## src/rtl/rpn_output_queue.sv

```systemverilog
// rpn_output_queue: token store for the RPN output queue of a fixed-point
// expression evaluator. Tokens are appended at the tail and read back by
// random index with a fixed one-cycle registered read latency.
// Optional feature macro: OUTPUT_QUEUE_BOUNDS_CHECK_EN
//   defined   -> reads at index >= length return 0 and pulse index_error
//   undefined -> reads return raw array contents, index_error tied to 0
module rpn_output_queue #(
    parameter int INTEGER_PART_WIDTH    = 11,
    parameter int FRACTIONAL_PART_WIDTH = 8,
    parameter int OUTPUT_QUEUE_SIZE     = 64,
    localparam int NUMBER_WIDTH         = INTEGER_PART_WIDTH + FRACTIONAL_PART_WIDTH,
    localparam int OUTPUT_VALUE_WIDTH   = NUMBER_WIDTH + 1,
    localparam int INDEX_WIDTH          = $clog2(OUTPUT_QUEUE_SIZE),
    localparam int LENGTH_WIDTH         = $clog2(OUTPUT_QUEUE_SIZE + 1)
) (
    input  logic                          clk,
    input  logic                          rst_n,
    input  logic                          clear,
    input  logic                          push,
    input  logic [OUTPUT_VALUE_WIDTH-1:0] push_data,
    input  logic [INDEX_WIDTH-1:0]        output_queue_index,
    input  logic                          output_queue_get,
    output logic [OUTPUT_VALUE_WIDTH-1:0] output_queue_data_out,
    output logic                          output_queue_ready,
    output logic [LENGTH_WIDTH-1:0]       output_queue_length,
    output logic                          full,
    output logic                          overflow,
    output logic                          index_error
);

    localparam logic [LENGTH_WIDTH-1:0] CAPACITY = LENGTH_WIDTH'(OUTPUT_QUEUE_SIZE);
    localparam logic [LENGTH_WIDTH-1:0] LEN_ONE  = LENGTH_WIDTH'(1);

    typedef enum logic [0:0] {
        ST_IDLE    = 1'b0,
        ST_RESPOND = 1'b1
    } state_t;

    state_t                          state_r;
    state_t                          state_next_s;
    logic [OUTPUT_VALUE_WIDTH-1:0]   mem_r [OUTPUT_QUEUE_SIZE];
    logic [LENGTH_WIDTH-1:0]         length_r;
    logic                            overflow_r;
    logic [OUTPUT_VALUE_WIDTH-1:0]   data_out_r;
    logic                            index_error_r;
    logic                            full_s;
    logic                            push_ok_s;
    logic                            overflow_set_s;
    logic [INDEX_WIDTH-1:0]          write_addr_s;

    assign full_s                = (length_r == CAPACITY);
    assign full                  = full_s;
    assign output_queue_length   = length_r;
    assign overflow              = overflow_r;
    assign output_queue_data_out = data_out_r;
    assign output_queue_ready    = (state_r == ST_RESPOND);
    assign index_error           = index_error_r;

    // Decode push qualification: clear wins over push, full blocks the write
    always_comb begin
        push_ok_s      = 1'b0;
        overflow_set_s = 1'b0;
        write_addr_s   = length_r[INDEX_WIDTH-1:0];
        if (clear) begin
            push_ok_s      = 1'b0;
            overflow_set_s = 1'b0;
        end else if (push) begin
            push_ok_s      = ~full_s;
            overflow_set_s = full_s;
        end else begin
            push_ok_s      = 1'b0;
            overflow_set_s = 1'b0;
        end
    end

    // Read controller next state: stay in RESPOND while gets keep arriving
    always_comb begin
        state_next_s = state_r;
        case (state_r)
            ST_IDLE: begin
                if (output_queue_get) begin
                    state_next_s = ST_RESPOND;
                end else begin
                    state_next_s = ST_IDLE;
                end
            end
            ST_RESPOND: begin
                if (output_queue_get) begin
                    state_next_s = ST_RESPOND;
                end else begin
                    state_next_s = ST_IDLE;
                end
            end
            default: begin
                state_next_s = ST_IDLE;
            end
        endcase
    end

    // Read controller state register; reset drops any pending read
    always_ff @(posedge clk) begin
        if (!rst_n) begin
            state_r <= ST_IDLE;
        end else begin
            state_r <= state_next_s;
        end
    end

    // Queue length and sticky overflow flag
    always_ff @(posedge clk) begin
        if (!rst_n) begin
            length_r   <= '0;
            overflow_r <= 1'b0;
        end else if (clear) begin
            length_r   <= '0;
            overflow_r <= 1'b0;
        end else begin
            if (push_ok_s) begin
                length_r <= length_r + LEN_ONE;
            end else begin
                length_r <= length_r;
            end
            if (overflow_set_s) begin
                overflow_r <= 1'b1;
            end else begin
                overflow_r <= overflow_r;
            end
        end
    end

    // Token storage write port; contents are deliberately never reset
    always_ff @(posedge clk) begin
        if (rst_n && push_ok_s) begin
            mem_r[write_addr_s] <= push_data;
        end
    end

    // Registered read port; old contents are returned on a same-cycle write
    always_ff @(posedge clk) begin
        if (!rst_n) begin
            data_out_r    <= '0;
            index_error_r <= 1'b0;
        end else if (output_queue_get) begin
`ifdef OUTPUT_QUEUE_BOUNDS_CHECK_EN
            if (LENGTH_WIDTH'(output_queue_index) >= length_r) begin
                data_out_r    <= '0;
                index_error_r <= 1'b1;
            end else begin
                data_out_r    <= mem_r[output_queue_index];
                index_error_r <= 1'b0;
            end
`else
            data_out_r    <= mem_r[output_queue_index];
            index_error_r <= 1'b0;
`endif
        end else begin
            data_out_r    <= data_out_r;
            index_error_r <= 1'b0;
        end
    end

endmodule

```

## config.mk

```make
export PLATFORM = sky130hd
export DESIGN_NAME = rpn_output_queue
export DESIGN_NICKNAME = d
export VERILOG_FILES = /design/src/rtl/rpn_output_queue.sv
export SDC_FILE = /design/constraint.sdc
export NUM_CORES = 1
export LEC_CHECK = 0
export CORE_ASPECT_RATIO = 1.1
export CORE_MARGIN = 2
export CORE_UTILIZATION = 50
export DETAILED_ROUTE_END_ITERATION = 12
export PLACE_DENSITY_LB_ADDON = 0.3
export SETUP_SLACK_MARGIN = 0.2
export SLEW_MARGIN = 20
export SYNTH_ARGS = -nofsm -noshare
export SYNTH_HDL_FRONTEND = slang
export SYNTH_SLANG_ARGS = --single-unit
```

## constraint.sdc

```tcl
create_clock -name clk -period 3.2 [get_ports clk]
set_input_delay 0.96 -clock clk [delete_from_list [all_inputs] [get_ports clk]]
set_output_delay 0.96 -clock clk [all_outputs]
set_load 0.01 [all_outputs]
```

==> results of run 1 <==
-- flip-flops by register name, indices dropped and copies added, names as in the netlist --
signal,flops
mem_r,1280
output_queue_data_out,20
output_queue_length,7
output_queue_ready,1
overflow,1
-- cell usage after synthesis (7+ instances only) --
library cell     n
edfxtp_1      1280
mux2_2         168
mux4_2         160
clkbuf_1        86
nor2b_1         83
nor3_1          81
a211oi_1        80
o22ai_1         80
nor2_1          76
mux2_1          72
o21ai_0         72
buf_2           48
a22o_1          40
a22oi_1         40
o31ai_1         40
dfxtp_1         29
nand3b_1        23
o221ai_1        20
buf_1           11
o21ai_1         10
buf_6            8
buf_4            7
-- stage by stage --
step	power (W)	cell area, um2	util [%]	TNS (ns)	hold WS, ns
6_report	0.0343	59400	59.2	0	0.477
5_1_grt	0.0352	59400	59.2	0	0.510
4_1_cts	0.0345	59300	59.2	0	0.481
3_5_place_dp	0.0211	55600	55.4	-12.29	0.463
3_3_place_gp	0.0211	55600	55.4	-11.70	0.461
2_1_floorplan	0.0200	50500	-	0	0.505
-- worst max-delay path: stages --
cell and delay (ns):
clkdlybuf4s50_1 0.49, buf_4 0.19, and3b_2 0.28, buf_12 0.16, buf_4 0.19, a22oi_2 0.27
o31ai_1 0.25, nor3_2 0.59, o221ai_1 0.21
-- metal layers --
| layer | share of wire (%) | GRT usage, % |
|---|---|---|
| met5 | 0.019 | 0 |
| met2 | 50 | 41.8 |
| met1 | 39 | 33.0 |
| met3 | 6.9 | 2.85 |
| met4 | 3.9 | 10.3 |
-- area by class of cell --
cell class	count	area share, %
Clock inverter	66	1.01
Timing Repair Buffer	358	6.86
Clock buffer	151	5.20
Multi-Input combinational cell	1092	18.4
Sequential cell	1309	65.7
Inverter	2	0.0126
Tap cell	1302	2.74
Antenna cell	1	0.00422
-- path summary, 6_finish.rpt --
check	cells after the start	slack (ns)	end
hold reg to reg	2	0.48	overflow
setup / recovery	9	0.14	output_queue_data_out[11]
hold / removal	2	0.48	overflow
setup reg to reg	8	0.86	mem_r[63][1]
-- power by group through the flow --
| stage | Combinational [W] | Clock [W] | Sequential [W] |
|---|---|---|---|
| floorplan | 0.000812 | 0 | 0.0192 |
| finish | 0.00189 | 0.0136 | 0.0189 |
| global route | 0.00198 | 0.0143 | 0.0189 |
| detailed placement | 0.00188 | 0 | 0.0192 |
| CTS | 0.00189 | 0.0137 | 0.0189 |
| global placement | 0.00184 | 0 | 0.0192 |
-- kinds of logic (layout without fill, tap and decap cells) --
family	Yosys count	count (layout)	synth area share [%]
other cells	1	2	0.00744
buf+inv	162	577	1.50
xor+xnor	4	4	0.0695
flops	1309	1309	77.4
compound gates	387	387	5.29
mux	400	400	12.5
simple gates	298	298	3.19
fa+ha+maj	2	2	0.0496
-- timing repair --
item | 4_1_cts | 5_1_grt
endpoints found under the setup margin | 13 | 8
gates resized for setup | 17 | 5
hold endpoints to repair | 0 | 0
pin swaps | 2 | 5
==> results.yml, run 1 <==
global_route:
  number_of_antenna_violations_at_the_first_check_in_global_routing: 4
  number_of_global_route_vias_before_repair: 26700
  grt_overflow_total: 0
  grt_max_degree: 65
  first_pass_grt_wire_length_um: 184000
  groute.usage.overall_pct: 24.8
power_and_ir_drop:
  ir_worst_vdd_v: 0.000494
  clock_power_share_pct: 39.6
  p_sw_w: 0.00731
  internal_power_w: 0.0270
  power_frac_comb_pct: 5.5
  switching_share_pct: 21.3
  cell_area_power_density_nw_per_um2: 579
  p_seq_share_pct: 54.9
  power_leakage_nw: 18.7
clock_network:
  hold_buffers: 0
  clock-root-buffer: "clkbuf_16"
  cts_made_buffers: 117
  path_clk_slew_ns: 0.07
  post_cts.repair.setup_buffers: 0
  htreeDepth: 3
  clk_path_buf_depth: 3
  clock_insertion_delay_worst_skew_ns: 0.71
  tritoncts: "done"
  clock_sinks: 1309
drt:
  detailedRoute.firstIterationViolations: 3242
  route.antenna.remaining_nets: 0
  avgRoutedWirePerCell_um: 29.9
  dr_drc_count: 0
  detailroute.via_count: 26400
  drt_pre_antenna_iters: 5
  routed_wirelength_um: 128000
  vias_per_cell: 6.16
worst_setup_path:
  arrival_time_reported_for_the_critical_path_endpoint_ns: 3.62
  timing.critical_path.required_ns: 3.76
  startpoint_of_the_worst_setup_timing_path: "output_queue_index[3]"
  timing.critical_path.to_type: "flip-flop"
  worst-path-max-fanout: 9
  criticalPathCategory: "primary input to flip-flop"
  rr_startpoint: "output_queue_length[3]"
  setup.worst_path.start_class: "primary input"
worst_hold_path:
  min-delay-path-class: "flip-flop to flip-flop"
  hold_start: "overflow"
synth:
  synth-seq-area-share_pct: 77.4
  synth-seq-cells: 1309
  synth-main-ff-cell: "edfxtp_1"
  postSynthCellCount: 2563
  yosys_warn_count: 0
  yosysTopAreaCellShare_pct: 76.2
  syn-num-nets: 2596
  post_synthesis_instance_area_um2: 50400
  largest_cells_by_area_after_synthesis: "edfxtp_1 (76%), mux4_2 (7.1%), mux2_2 (3.8%), mux2_1 (1.6%), a211oi_1 (1.2%)"
  number_of_synthesized_flops_with_an_enable_pin: 1280
  async_reset_ff_share_pct: 0
  number_of_different_library_cells_in_the_post_synthesis_netlist: 44
  synth_area_per_cell_um2: 19.7
  synth_top_area_cell: "edfxtp_1"
timing:
  final.setup.worst_slack_ns: 0.142
  finalWorstPathRequiredPeriod_ns: 3.06
  drv_slew: 0
  setup-violations-final: 0
  final-hold-violation-count: 0
  fin_crit_sh_pct: 95.6
  max-slew-margin-rel_pct: 37.2
  clock-skew-final_ns: 0.0269
  grt_setup_unrepaired: "true"
  max_freq_ghz: 0.327
  timing_worst_slew_pin_value_ns: 0.934
die:
  floorplan.die.width_um: 307
  coreArea_um2: 100000
  initial_core_util_pct: 50.3
  boundaryPins: 62
  fp-row-count: 122
  die_h_um: 337
  die-area_um2: 103000
final_layout:
  layout_commonest_cell: "edfxtp_1"
  seqCellArea_um2: 39000
  nNetsFinal: 2913
  area_delta_synth_final_pct: 17.7
  post_layout_nonfiller_instances: 4281
  final_cell_mix: "edfxtp_1 (1280), buf_4 (192), mux2_2 (168)"
  multi_input_combinational_cell_area_um2: 10900
  filler_cell_count: 6936
  final_layout_size_suffix_gt1_share_pct: 30.8
place:
  preCtsSetupSlack_ns: -1.02
  place_congestion: 0.876
  port-buffer-count: 60
  dp_hpwl_um: 80400
  dp_cells: 4063
status:
  outcome: "finished, final reports clean"
flow_run:
  cap_violations: 0
Power figures use the tool's default switching activity.
==> run 2, diff against run 1 <==
==> constraint.sdc (replaced) <==
create_clock -name clk -period 3.5 [get_ports clk]
set_input_delay 1.05 -clock clk [delete_from_list [all_inputs] [get_ports clk]]
set_output_delay 1.05 -clock clk [all_outputs]
set_load 0.01 [all_outputs]
==> run 2 against run 1 <==
Sequential share of layout area down 0.19 points. Critical path type unchanged. Sequential cell count unchanged. Global-route usage decreased by 0.61 points. Clock skew about the same. Register-to-register slack better by 0.17 ns. Final cell count fell by 0.84%. Non-clock buffer count decreased by 53. Via count decreased by 1.6%. Clock power about the same. Setup slack better by 0.019 ns. First-iteration DRC count is 18% lower. Routed wire length fell by 3.2%.
==> results.yml, run 2 (same netlist as run 1, synthesis figures left out) <==
timing:
  drv_slew: 0
  grt_setup_unrepaired: "false"
  max_freq_ghz: 0.299
  timing_worst_slew_pin_value_ns: 0.947
  setup-violations-final: 0
  fin_crit_sh_pct: 95.4
  holdWs_ns: 0.512
  clock-skew-final_ns: 0.0270
  final-hold-violation-count: 0
  finalWorstPathRequiredPeriod_ns: 3.34
  final.setup.worst_slack_ns: 0.161
  max-slew-margin-rel_pct: 36.9
die:
  die_h_um: 337
  floorplan.die.width_um: 307
  fp-row-count: 122
  die-area_um2: 103000
  coreArea_um2: 100000
  initial_core_util_pct: 50.3
  boundaryPins: 62
worst_setup_path:
  timing.reg2reg.worst_path_depth: 5
  timing.critical_path.required_ns: 4.06
  cp_cell_sequence: "clkdlybuf4s50_1 -> and3b_2 -> buf_12 -> buf_4 -> a22oi_1 -> o31ai_1 -> nor3_1 -> o221ai_1"
  crit_slowest_cell: "nor3_1"
  critical_path_buf_inv_count: 3
  crit_family: "buffers and inverters"
  worst_r2r_endpoint: "output_queue_data_out[6]"
  timing.critical_path.to_type: "flip-flop"
  worst-path-max-fanout: 19
  criticalPathCategory: "primary input to flip-flop"
  crit_end: "output_queue_data_out[6]"
  setup.worst_path.start_class: "primary input"
  arrival_time_reported_for_the_critical_path_endpoint_ns: 3.90
  rr_startpoint: "mem_r[47][6]"
  startpoint_of_the_worst_setup_timing_path: "output_queue_index[3]"
  worst_path_largest_cell_delay_ns: 0.67
  critical_path_cell_count: 8
  reg2reg_slack_ns: 1.03
clock_network:
  hold_buffers: 0
  clk_path_buf_depth: 3
  clock_insertion_delay_worst_skew_ns: 0.74
  htreeDepth: 4
  post_cts.repair.setup_buffers: 0
  tritoncts: "done"
  cts_made_buffers: 130
  clock-root-buffer: "clkbuf_16"
  path_clk_slew_ns: 0.06
  clock_sinks: 1309
drt:
  dr_drc_count: 0
  avgRoutedWirePerCell_um: 29.2
  routed_wirelength_um: 124000
  vias_per_cell: 6.11
  detailedRoute.firstIterationViolations: 2662
  drt_pre_antenna_iters: 5
  route.antenna.remaining_nets: 0
  detailroute.via_count: 25900
final_layout:
  area_delta_synth_final_pct: 18.1
  nNetsFinal: 2873
  largest_register: "mem_r"
  layout_commonest_cell: "edfxtp_1"
  design_area_um2: 59500
  final_core_util_pct: 59.4
  final_layout_size_suffix_gt1_share_pct: 30.1
  largest_register_ff_count: 1280
  final_cell_mix: "edfxtp_1 (1280), mux2_2 (168), mux4_2 (160)"
status:
  outcome: "finished, final reports clean"
global_route:
  grt_max_degree: 65
  number_of_global_route_vias_before_repair: 26300
  grt_overflow_total: 0
  number_of_antenna_violations_at_the_first_check_in_global_routing: 0
  first_pass_grt_wire_length_um: 179000
  groute.usage.overall_pct: 24.2
place:
  port-buffer-count: 60
  place_congestion: 0.878
  placed_cell_area_um2: 55200
  preCtsSetupSlack_ns: -0.842
  dp_hpwl_um: 76400
power_and_ir_drop:
  power_leakage_nw: 18.7
  cell_area_power_density_nw_per_um2: 552
  total_power_w: 0.0329
  ir_worst_vdd_v: 0.000648
worst_hold_path:
  min-delay-path-class: "flip-flop to flip-flop"
flow_run:
  cap_violations: 0
run 2: final cells by class:
class,count,area (um2)
Fill cell,7026,40800
Sequential cell,1309,39000
Multi-Input combinational cell,1092,10900
Timing Repair Buffer,305,3680
Clock buffer,166,3490
Tap cell,1302,1630
Clock inverter,68,783
Inverter,2,7.51
Antenna cell,1,2.50
run 2: through the flow:
step                      std cells  setup TNS, ns
after detailed placement       4010          -8.60
after global routing           4244              0
final                          4245              0
after global placement         4010          -7.03
after CTS                      4244              0
after floorplan                2563              0
run 2: what timing repair did:
item                       4_1_cts  5_1_grt
pin swaps                        1        2
gates resized for setup         12        7
setup endpoints to repair        8        7
run 2: metal layers:
layer | vias to the layer above | global-route usage [%] | share of wire (%)
met4 | 0 | 9.88 | 3.8
met5 | - | 0 | 0
met3 | 181 | 4.53 | 7.3
met2 | 1020 | 39.9 | 50
li1 | 11100 | - | -
met1 | 13600 | 31.9 | 39
run 2: worst min-delay path by stage:
stage                                   start                   endpoint  depth (start not counted)
floorplan                            overflow                   overflow                          2
global placement    output_queue_data_out[17]  output_queue_data_out[17]                          2
detailed placement  output_queue_data_out[13]  output_queue_data_out[13]                          2
CTS                 output_queue_data_out[13]  output_queue_data_out[13]                          2
global route                    push_data[14]              mem_r[38][14]                          1
finish              output_queue_data_out[13]  output_queue_data_out[13]                          2
run 2: where the power goes:
part           switching, W  internal [W]
clock               0.00579       0.00814
sequential        0.0000295        0.0172
combinational       0.00103      0.000653
total               0.00685        0.0260
run 2: worst reg2reg max path, cell delays in order, from the launching register on:
cell,delay (ns)
edfxtp_1,0.37
mux4_2,0.47
a22oi_1,0.31
o31ai_1,0.23
nor3_1,0.67
o221ai_1,0.25
